===== src/rtl/video_mode_ctrl.sv =====
// video_mode_ctrl
// Debounces three board keys into single-cycle commands (mode cycle,
// threshold up, threshold down). Pending settings are applied to the display
// outputs only on a vertical-sync rising edge, so nothing changes mid-frame.
//
// Per-key FSM states:
//   state  | meaning
//   IDLE   | key released and settled, waiting for a press
//   ARM    | press seen, waiting for it to stay stable for the debounce time
//   HELD   | press accepted; key1/key2 emit auto-repeat pulses while held
//   REL    | release seen, waiting for it to stay stable before re-arming
module video_mode_ctrl #(
  parameter int         DEBOUNCE_CYCLES = 1_000_000,
  parameter int         REPEAT_CYCLES   = 12_500_000,
  parameter logic [7:0] TH_DEFAULT      = 8'd40,
  parameter logic [7:0] TH_STEP         = 8'd5
) (
  input  logic       clk,
  input  logic       rst_n,
  input  logic [2:0] key_n,
  input  logic       i_vs,
  output logic [1:0] mode_o,
  output logic [7:0] threshold_o,
  output logic       cfg_update,
  output logic [2:0] key_pulse_o
);

  // Both timers count down from a preloaded value; a zero count is terminal.
  localparam int DB_W = (DEBOUNCE_CYCLES > 1) ? $clog2(DEBOUNCE_CYCLES) : 1;
  localparam int RP_W = (REPEAT_CYCLES > 1) ? $clog2(REPEAT_CYCLES) : 1;
  localparam logic [DB_W-1:0] DB_LOAD = DB_W'(DEBOUNCE_CYCLES - 1);
  localparam logic [RP_W-1:0] RP_LOAD = RP_W'((REPEAT_CYCLES > 0) ? REPEAT_CYCLES - 1 : 0);

  typedef enum logic [1:0] {
    S_IDLE = 2'd0,
    S_ARM  = 2'd1,
    S_HELD = 2'd2,
    S_REL  = 2'd3
  } key_state_t;

  logic [2:0]      key_s1, key_s2;
  logic            vs_s1, vs_s2, vs_prev;
  logic            vs_rise;

  key_state_t      st_q   [3];
  key_state_t      st_d   [3];
  logic [DB_W-1:0] cnt_q  [3];
  logic [DB_W-1:0] cnt_d  [3];
  logic [RP_W-1:0] rpt_q  [3];
  logic [RP_W-1:0] rpt_d  [3];
  logic [2:0]      pulse_d;

  logic [1:0]      pending_mode;
  logic [7:0]      pending_th;

  assign vs_rise = vs_s2 & ~vs_prev;

  // Two-flop synchronisers for the asynchronous keys and vsync, plus vsync history.
  always_ff @(posedge clk) begin
    if (!rst_n) begin
      key_s1  <= 3'b111;
      key_s2  <= 3'b111;
      vs_s1   <= 1'b1;
      vs_s2   <= 1'b1;
      vs_prev <= 1'b1;
    end else begin
      key_s1  <= key_n;
      key_s2  <= key_s1;
      vs_s1   <= i_vs;
      vs_s2   <= vs_s1;
      vs_prev <= vs_s2;
    end
  end

  // Key FSM state, timers and registered command pulses.
  always_ff @(posedge clk) begin
    if (!rst_n) begin
      for (int k = 0; k < 3; k++) begin
        st_q[k]  <= S_IDLE;
        cnt_q[k] <= '0;
        rpt_q[k] <= '0;
      end
      key_pulse_o <= 3'b000;
    end else begin
      for (int k = 0; k < 3; k++) begin
        st_q[k]  <= st_d[k];
        cnt_q[k] <= cnt_d[k];
        rpt_q[k] <= rpt_d[k];
      end
      key_pulse_o <= pulse_d;
    end
  end

  // Key FSM next state; a synced level of 0 means pressed.
  always_comb begin
    pulse_d = 3'b000;
    for (int k = 0; k < 3; k++) begin
      st_d[k]  = st_q[k];
      cnt_d[k] = cnt_q[k];
      rpt_d[k] = rpt_q[k];
      case (st_q[k])
        S_IDLE: begin
          if (!key_s2[k]) begin
            st_d[k]  = S_ARM;
            cnt_d[k] = DB_LOAD;
          end
        end
        S_ARM: begin
          if (key_s2[k]) begin
            st_d[k] = S_IDLE;
          end else if (cnt_q[k] == '0) begin
            st_d[k]    = S_HELD;
            pulse_d[k] = 1'b1;
            rpt_d[k]   = RP_LOAD;
          end else begin
            cnt_d[k] = cnt_q[k] - 1'b1;
          end
        end
        S_HELD: begin
          if (key_s2[k]) begin
            st_d[k]  = S_REL;
            cnt_d[k] = DB_LOAD;
          end else if (k != 0 && REPEAT_CYCLES > 0) begin
            if (rpt_q[k] == '0) begin
              pulse_d[k] = 1'b1;
              rpt_d[k]   = RP_LOAD;
            end else begin
              rpt_d[k] = rpt_q[k] - 1'b1;
            end
          end
        end
        S_REL: begin
          // A press while settling is treated as release bounce: no new command.
          if (!key_s2[k]) begin
            st_d[k]  = S_HELD;
            rpt_d[k] = RP_LOAD;
          end else if (cnt_q[k] == '0) begin
            st_d[k] = S_IDLE;
          end else begin
            cnt_d[k] = cnt_q[k] - 1'b1;
          end
        end
        default: st_d[k] = S_IDLE;
      endcase
    end
  end

  // Commands update the pending settings; opposing threshold commands cancel.
  always_ff @(posedge clk) begin
    if (!rst_n) begin
      pending_mode <= 2'd0;
      pending_th   <= TH_DEFAULT;
    end else begin
      if (key_pulse_o[0]) begin
        pending_mode <= (pending_mode == 2'd2) ? 2'd0 : pending_mode + 2'd1;
      end
      if (key_pulse_o[1] && !key_pulse_o[2]) begin
        pending_th <= (pending_th > 8'd255 - TH_STEP) ? 8'd255 : pending_th + TH_STEP;
      end else if (key_pulse_o[2] && !key_pulse_o[1]) begin
        pending_th <= (pending_th < TH_STEP) ? 8'd0 : pending_th - TH_STEP;
      end
    end
  end

  // Frame-start apply: copy pending settings to the outputs on vsync rise.
  always_ff @(posedge clk) begin
    if (!rst_n) begin
      mode_o      <= 2'd0;
      threshold_o <= TH_DEFAULT;
      cfg_update  <= 1'b0;
    end else begin
      cfg_update <= vs_rise;
      if (vs_rise) begin
        mode_o      <= pending_mode;
        threshold_o <= pending_th;
      end
    end
  end

endmodule


===== config.mk =====
export PLATFORM = sky130hd
export DESIGN_NAME = video_mode_ctrl
export DESIGN_NICKNAME = d
export VERILOG_FILES = /design/src/rtl/video_mode_ctrl.sv
export SDC_FILE = /design/constraint.sdc
export NUM_CORES = 1
export LEC_CHECK = 0
export ABC_AREA = 1
export BUFFER_PORTS_ARGS = -buffer_cell sky130_fd_sc_hd__buf_2
export CAP_MARGIN = 10
export CELL_PAD_IN_SITES_DETAIL_PLACEMENT = 0
export CELL_PAD_IN_SITES_GLOBAL_PLACEMENT = 1
export CORE_ASPECT_RATIO = 0.8
export CORE_MARGIN = 8
export CORE_UTILIZATION = 45
export CTS_CLUSTER_SIZE = 12
export DETAILED_ROUTE_END_ITERATION = 8
export GPL_ROUTABILITY_DRIVEN = 0
export GPL_TIMING_DRIVEN = 0
export MAX_ROUTING_LAYER = met4
export PLACE_DENSITY_LB_ADDON = 0.12
export SLEW_MARGIN = 20
export SYNTH_ARGS = -nofsm -noshare
export SYNTH_HDL_FRONTEND = slang
export SYNTH_SLANG_ARGS = --single-unit

===== constraint.sdc =====
create_clock -name clk -period 3 [get_ports clk]
set_clock_uncertainty 0.15 [all_clocks]
set_input_delay 0.3 -clock clk [delete_from_list [all_inputs] [get_ports clk]]
set_output_delay 0.3 -clock clk [all_outputs]
set_load 0.02 [all_outputs]

Word-level counts from Yosys, hierarchy flattened:

Memories as Yosys holds them, arrays and structs flattened.
Cells that the tools add are included.
Widths: inputs -> output; s select.

* muxes and demuxes: 82
* $add $sub $neg: 8
* reduce and logical (&&, ||, !) cells: 15
* bitwise logic cells: 13
* order comparisons: 2
* equality and inequality tests: 14

Operators by type and width (count)
* $mux 24: 16
* $mux 20: 18
* $pmux 20 s4: 3
* $pmux 24 s3: 2
* $logic_not 20->1: 3
* $sub 20x1->20 const B: 3
* $logic_not 24->1: 2
* $pmux 24 s2: 1
* $sub 24x1->24 const B: 2
* $mux 2: 22
* $mux 8: 4
* $pmux 2 s4: 3
* $eq 2x2->1 const B: 7
* $mux 1: 11
* $or 1x1->1: 9
* $add 8x3->8 const B: 1
* $gt 8x8->1 const B: 1
* $lt 8x3->1 const B: 1
* $sub 8x3->8 const B: 1
* $eq 2x1->1 const B: 3
* $logic_not 2->1: 3
* $ne 2x2->1 const B: 3
* $reduce_and 5->1: 1
* $pmux 1 s2: 2
* other kinds (8): 12

* input port bits: 6
* memories: 3
* word-level logic and storage cells: 149
* output and inout port bits: 14
* RAM bits: 138
* register bits after elaboration: 33

Memories
* rpt_q: words 3, bits a word 24, rd ports 2, clocked after Yosys merged registers in 0, wr ports 3, line 49 `logic [RP_W-1:0] rpt_q [3];`
* cnt_q: words 3, bits a word 20, rd ports 3, clocked after Yosys merged registers in 0, wr ports 3, line 47 `logic [DB_W-1:0] cnt_q [3];`
* st_q: words 3, bits a word 2, rd ports 3, clocked after Yosys merged registers in 0, wr ports 3, line 45 `key_state_t st_q [3];`

Depth between registers and ports, before layout:

Gate-level depths: netlist (run 1).

* depth after elaboration: 5
* depth in mapped cells: 12
* depth with buffers taken out: 12

Least setup slack after synthesis (run 1):

OpenSTA, ideal clock, no wires.

* path kind: register to register
* start point: memory cnt_q[0][40] in the netlist's numbering
* end point: memory rpt_q[2][0] in the netlist's numbering (enable)
* buffers on the path: 0
* library setup time: 0.381 ns
* clock period less this slack: 2.153 ns
* slack: 0.847 ns
* data arrival time: 1.622 ns
* required time: 2.469 ns
* cell stages (with the launch flop): 9
* cells stage by stage: dfxtp_1 inv_1 ha_1 nand2_1 nor2_1 nand3_4 o22ai_1 nand2_1 nand2_1

RTL lines (line)
* start: declaration: 47
* end: declaration: 49

==> results of run 1 <==
==> worst max-delay path, delay by kind of cell, from the launching register on <==
| family | cells | cell delay, ns |
|---|---|---|
| AO/OA/AOI/OAI | 1 | 0.14 |
| adder cells (fa/ha/maj) | 1 | 0.19 |
| buffers and inverters | 1 | 0.23 |
| flip-flops | 1 | 0.33 |
| AND/OR/NAND/NOR | 5 | 0.94 |
==> area by class of cell <==
cell class | count | area, µm² | area share, %
multi-input cells | 976 | 4650 | 46.6
flip-flops and latches | 147 | 3420 | 34.3
inverters | 156 | 586 | 5.87
clock buffers | 21 | 493 | 4.94
well taps | 264 | 330 | 3.31
plain buffers | 30 | 191 | 1.92
clock inverters | 10 | 165 | 1.66
repair buffers | 23 | 135 | 1.35
==> sequential cells by signal, summed over array words and instances (netlist names), 2 cells and up, named ones only <==
register and flops:
st_q 3, pending_mode 2, cnt_q 60, mode_o 2, key_s1 3, rpt_q 48, pending_th 8, key_pulse_o 3
key_s2 3, threshold_o 8
==> report_power, final <==
group          total, mW  internal (mW)  switching [mW]
Sequential          2.99           2.58           0.414
Clock               2.39           1.52           0.873
Combinational       4.03           1.34            2.69
Total               9.41           5.43            3.98
==> metal layers <==
layer / vias to the layer above / wire length [µm] / part of all wire (%) / GRT usage, %
met4: 0 / 123 / 0.54 / 3.13
met1: 3700 / 12300 / 54 / 28.1
met5: - / 0 / 0 / -
li1: 4316 / - / - / -
met3: 9 / 876 / 3.9 / 3.29
met2: 133 / 9390 / 41 / 27.7
==> cells in the final DEF, fill, tap and decap left out, types with 5 or more instances in the layout <==
cell type  instances
ha_1              19
clkbuf_16         19
o21ai_0           54
buf_2             21
dfxtp_1           99
xnor2_1           14
buf_4              5
xor2_1            16
or2_2             17
nor3_1             8
nand2_2            7
nand3b_1           7
edfxtp_1          48
inv_2              8
nor2_1           233
nor2_2            11
inv_1            147
o21ai_1            8
a21oi_1           96
a31oi_1            6
clkbuf_1          17
nand4_1           23
nand2_1          314
nand3_1          118
==> kinds of logic after synthesis <==
kind of cell / after synthesis / share of synthesized area [%]
XOR/XNOR: 30 / 2.97
flip-flops: 147 / 38.7
buffers and inverters: 186 / 8.78
AND/OR/NAND/NOR: 753 / 36.7
AO/OA/AOI/OAI: 174 / 10.2
adder cells (fa/ha/maj): 19 / 2.69
==> per-stage QoR <==
stage | total power [mW] | std cells | area [µm²] | hold WS [ns] | TNS [ns]
after floorplan | 6.06 | 1309 | 8850 | 0.241 | 0
after global placement | 7.02 | 1592 | 9270 | 0.249 | -0.133
after detailed placement | 7.02 | 1592 | 9270 | 0.252 | -0.750
after CTS | 9.45 | 1627 | 9970 | 0.159 | 0
after global routing | 10.2 | 1627 | 9980 | 0.184 | 0
final | 9.41 | 1627 | 9980 | 0.174 | 0
==> worst paths after layout <==
| path | startpoint | slack, ns | to | cells past startpoint |
|---|---|---|---|---|
| setup / recovery | cnt_q[0][40] | 0.63 | rpt_q[2][21] | 8 |
| hold / removal | rst_n | 0.17 | key_s1[1] | 3 |
| setup reg to reg | cnt_q[0][40] | 0.63 | rpt_q[2][21] | 8 |
| hold reg to reg | vs_s1 | 0.26 | vs_s2 | 1 |
==> timing repair <==
action                    CTS  global route
hold buffers                4             0
hold endpoints to repair    4             0
resized for setup           0             0
==> reports/qor.csv, run 1 <==
metric,value,unit
grt_overflow,0,
rows,46,
hold_viol_final,0,
critPathRequiredTime,2.90,ns
cts_max_path_buffers,2,
areaGrowthSynthToFinish,12.8,%
fin_crit_sh,79.0,%
totalWireLength,22.7,mm
yosysWarnings,0,
cts-buffers-inserted,17,
synth_area_leaders,"dfxtp_1 (22%), edfxtp_1 (16%), nand2_1 (13%), nor2_1 (9.9%), nand3_1 (6.7%)",
fin_nets,1376,
maxSlewViolCount,0,
utilization,51.0,%
fmax,422,MHz
num_vias,8158,
cts_sinks,147,
async_reset_ff_share,0,%
timing_worst_setup_path_type,flip-flop to flip-flop,
die_h,141,µm
p_leak,4.32,nW
synth_common_cells,"nand2_1 (316), nor2_1 (233), inv_1 (147)",
syn_area,0.00885,mm²
syn_area_per_cell,6.76,µm²
core_area,0.0196,mm²
cts_tree,done,
hp-class,primary input to flip-flop,
start_util,45.2,%
diodes,0,
grt_pass1_vias,7274,
worstMarginPinSlew,0.796,ns
htree_levels,4,
seq_area_frac_synth,38.7,%
netlist_instances,1309,
rsz0062_at_grt,no,
grtUsageTotal,19.2,%
post-route-min-period,2.37,ns
power.density,943,mW/mm²
critPathCaptureType,flip-flop,
final-setup-viol-count,0,
clk_latency,0.42,ns
crit_path_frequent_cell,nand2_1,
cts_setup_buffers,0,
dp_hpwl,16.5,mm
yosysTopAreaCellShare,22.4,%
vdd.ir_drop.worst,450,µV
cp_slowest_cell,nand2_2,
path_cells,inv_1 -> ha_1 -> nand2_1 -> nor2_1 -> nand3_4 -> o22ai_1 -> nand2_1 -> nand2_2,
outcome,"complete, no violations",
viasPerCell,5.01,
cap_violations,0,
ys_ff_latch,147,
root_buffer,clkbuf_16,
route.detailed.drc,0,
cp_max_fo,24,
worst_ep_arrival_time,2.27,ns
synth_area_leader_cell,dfxtp_1,
fin_ws,0.631,ns
place_ws,-0.0177,ns
syn-num-nets,1334,
die_w,173,µm
grt_max_degree,25,
io_buffers,19,
wire_per_inst,14.0,µm
first_iter_violations,605,
fill_cells,2019,
slew_headroom,46.9,%
yosysMostFrequentCell,nand2_1,
synthDistinctLibCells,41,
ant_nets,0,
drt-pass1-iter-count,5,
synth_ff_type,dfxtp_1,
setup.worst_path.start_class,flip-flop,
synth_edf_count,48,
path_clk_slew,0.06,ns
grt_pass1_wl,37.7,mm
antenna_found_initial,0,
num_io_pins,20,
drive_above_1_share,8.58,%
max_stage_delay,0.46,ns
dieArea,0.0244,mm²
Note: power is estimated with default switching activity, not from simulation.
==> run 2: changes to the inputs <==
--- a/config.mk
+++ b/config.mk
@@ -5,14 +5,14 @@
 export SDC_FILE = /design/constraint.sdc
 export NUM_CORES = 1
 export LEC_CHECK = 0
-export ABC_AREA = 1
+export ABC_AREA = 0
 export BUFFER_PORTS_ARGS = -buffer_cell sky130_fd_sc_hd__buf_2
 export CAP_MARGIN = 10
 export CELL_PAD_IN_SITES_DETAIL_PLACEMENT = 0
 export CELL_PAD_IN_SITES_GLOBAL_PLACEMENT = 1
 export CORE_ASPECT_RATIO = 0.8
 export CORE_MARGIN = 8
-export CORE_UTILIZATION = 45
+export CORE_UTILIZATION = 44
 export CTS_CLUSTER_SIZE = 12
 export DETAILED_ROUTE_END_ITERATION = 8
 export GPL_ROUTABILITY_DRIVEN = 0
==> constraint.sdc (replaced) <==
create_clock -name clk -period 2.15 [get_ports clk]
set_clock_uncertainty 0.15 [all_clocks]
set_input_delay 0.215 -clock clk [delete_from_list [all_inputs] [get_ports clk]]
set_output_delay 0.215 -clock clk [all_outputs]
set_load 0.02 [all_outputs]
==> reports/qor.csv, run 2 <==
metric,value,unit
outcome,"complete, but fails checks",
violations,negative setup slack,
p_leak,3.97,nW
worst_setup_path_startpoint,rpt_q[1][9],
synth_area_leaders,"dfxtp_1 (25%), edfxtp_1 (18%), a21oi_1 (4.3%), nor2_1 (3.7%), xor2_1 (3.2%)",
viasPerCell,5.93,
max_stage_delay,0.56,ns
start_util,45.1,%
worst_ep_arrival_time,2.32,ns
yosysMostFrequentCell,dfxtp_1,
antenna_found_initial,0,
syn_area_per_cell,9.10,µm²
route.detailed.drc,0,
critPathCaptureType,flip-flop,
whs,0.0385,ns
reg_top3,"cnt_q (60), rpt_q (48)",
die_w,165,µm
grt_max_degree,25,
die_h,135,µm
fin_nets,1039,
slew_headroom,38.5,%
syn-num-nets,886,
timing_worst_setup_path_type,flip-flop to flip-flop,
totalWireLength,23.4,mm
netlist_instances,861,
rows,43,
synth_ff_type,dfxtp_1,
diodes,0,
grt_overflow,0,
num_io_pins,20,
vdd.ir_drop.worst,461,µV
drive_above_1_share,37.3,%
fmax,429,MHz
wire_per_inst,18.7,µm
areaGrowthSynthToFinish,42.1,%
ant_nets,0,
synth_edf_count,48,
largest_reg_flops,60,
first_iter_violations,468,
final-setup-viol-count,81,
synth_common_cells,"dfxtp_1 (99), nor2_1 (78), a21oi_1 (68)",
hp-class,primary input to flip-flop,
fin_ws,-0.182,ns
r2r_start,rpt_q[1][9],
grt_pass1_vias,7045,
synth_area_leader_cell,dfxtp_1,
rsz0062_at_grt,yes,
power,10.6,mW
synthDistinctLibCells,73,
hold_viol_final,0,
worstMarginPinSlew,0.923,ns
async_reset_ff_share,0,%
min_from,rst_n,
grtUsageTotal,20.5,%
io_buffers,19,
maxSlewViolCount,0,
drt-pass1-iter-count,5,
cap_violations,0,
yosysTopAreaCellShare,25.3,%
cts_sinks,147,
most-common-layout-cells,"buf_4 (86), dfxtp_1 (81), nor2_1 (63)",
root_buffer,clkbuf_16,
cp_max_fo,6,
critPathRequiredTime,2.14,ns
top_register,cnt_q,
num_vias,7425,
path_cells,or4_4 -> nand4b_4 -> buf_6 -> nor4_4 -> xnor2_2 -> a21oi_1,
fin_area,0.0111,mm²
place_ws,-0.551,ns
worst-path-buf-inv,1,
clk_latency,0.43,ns
dieArea,0.0224,mm²
ys_ff_latch,147,
cp_slowest_cell,or4_4,
seq_area_frac_synth,43.7,%
grt_pass1_wl,35.8,mm
post-route-min-period,2.33,ns
postPlaceCellArea,0.00838,mm²
dp_cells,1105,
dp_hpwl,13.7,mm
core_area,0.0174,mm²
power.density,954,mW/mm²
final_common_cell,buf_4,
cts_tree,done,
htree_levels,4,
setup.worst_path.start_class,flip-flop,
fin_crit_sh,108,%
syn_area,0.00784,mm²
yosysWarnings,0,
cts-buffers-inserted,17,
cts_max_path_buffers,2,
path_clk_slew,0.06,ns
finalNonFillerCells,1252,
path_delay_family,simple AND/OR/NAND/NOR gates,
run 2: cell count changes after synthesis, sizes merged, moves of 18 or more:
cell,previous run,this run
nor3,10,29
nor2,246,78
a21oi,96,78
or4,0,23
o31ai,2,20
nand3,121,19
clkbuf,16,34
nand2b,0,23
inv,155,29
or3,0,31
o21ai,63,39
nor4,1,23
nand2,325,60
run 2: routing by layer:
metal | up-vias | GRT usage, % | share of wire, %
met3 | 26 | 3.77 | 4.0
met5 | - | - | 0
met1 | 3686 | 26.9 | 46
met4 | 0 | 5.44 | 1.2
met2 | 166 | 32.0 | 49
li1 | 3547 | - | -
run 2: power by group:
part / internal (mW) / switching, mW / leakage [nW] / total [mW]
registers: 3.33 / 0.472 / 1.30 / 3.80
logic: 1.81 / 2.18 / 2.40 / 4.00
clock network: 1.62 / 1.20 / 0.267 / 2.83
run 2: layout make-up:
cell class	count	area, µm²
plain buffers	37	235
well taps	225	282
flip-flops and latches	147	3460
repair buffers	134	1100
fillers	1343	6240
clock buffers	20	447
clock inverters	12	106
multi-input cells	648	5390
inverters	29	114
run 2: metrics by stage:
step                util [%]  TNS [ns]
floorplan                  -     -6.28
global placement        48.2    -40.88
detailed placement      48.2    -45.59
CTS                     58.9     -5.53
global route            64.1    -11.74
finish                  64.1     -6.73
run 2: cell families after synthesis:
| family | count (synthesis) | synth area share [%] |
|---|---|---|
| AOI/OAI and AO/OA | 222 | 18.9 |
| xor gates and xnor gates | 56 | 6.26 |
| adders and majority gates | 19 | 3.03 |
| buffers and inverters | 70 | 3.54 |
| DFF | 147 | 43.7 |
| muxes | 9 | 1.21 |
| and+or+nand+nor | 338 | 23.4 |
run 2: worst paths after layout:
| path | end | slack, ns | cells past startpoint |
|---|---|---|---|
| max | rpt_q[1][18] | -0.18 | 6 |
| min reg2reg | key_s2[1] | 0.26 | 1 |
| min | cnt_q[0][48] | 0.04 | 3 |
| max reg2reg | rpt_q[1][18] | -0.18 | 6 |
run 2: what timing repair did:
action / CTS / global route
cloned: 6 / 2
setup buffers: 71 / 38
hold buffers: 4 / 0
setup endpoints to repair: 143 / 143
hold endpoints to repair: 4 / 0
resized for setup: 144 / 140
pin swaps: 57 / 61
run 2: worst register-to-register path: stages (launching register included):
cell and delay (ns):
edfxtp_1 0.39, or4_4 0.56, nand4b_4 0.26, buf_6 0.18, nor4_4 0.26, xnor2_2 0.15
a21oi_1 0.09
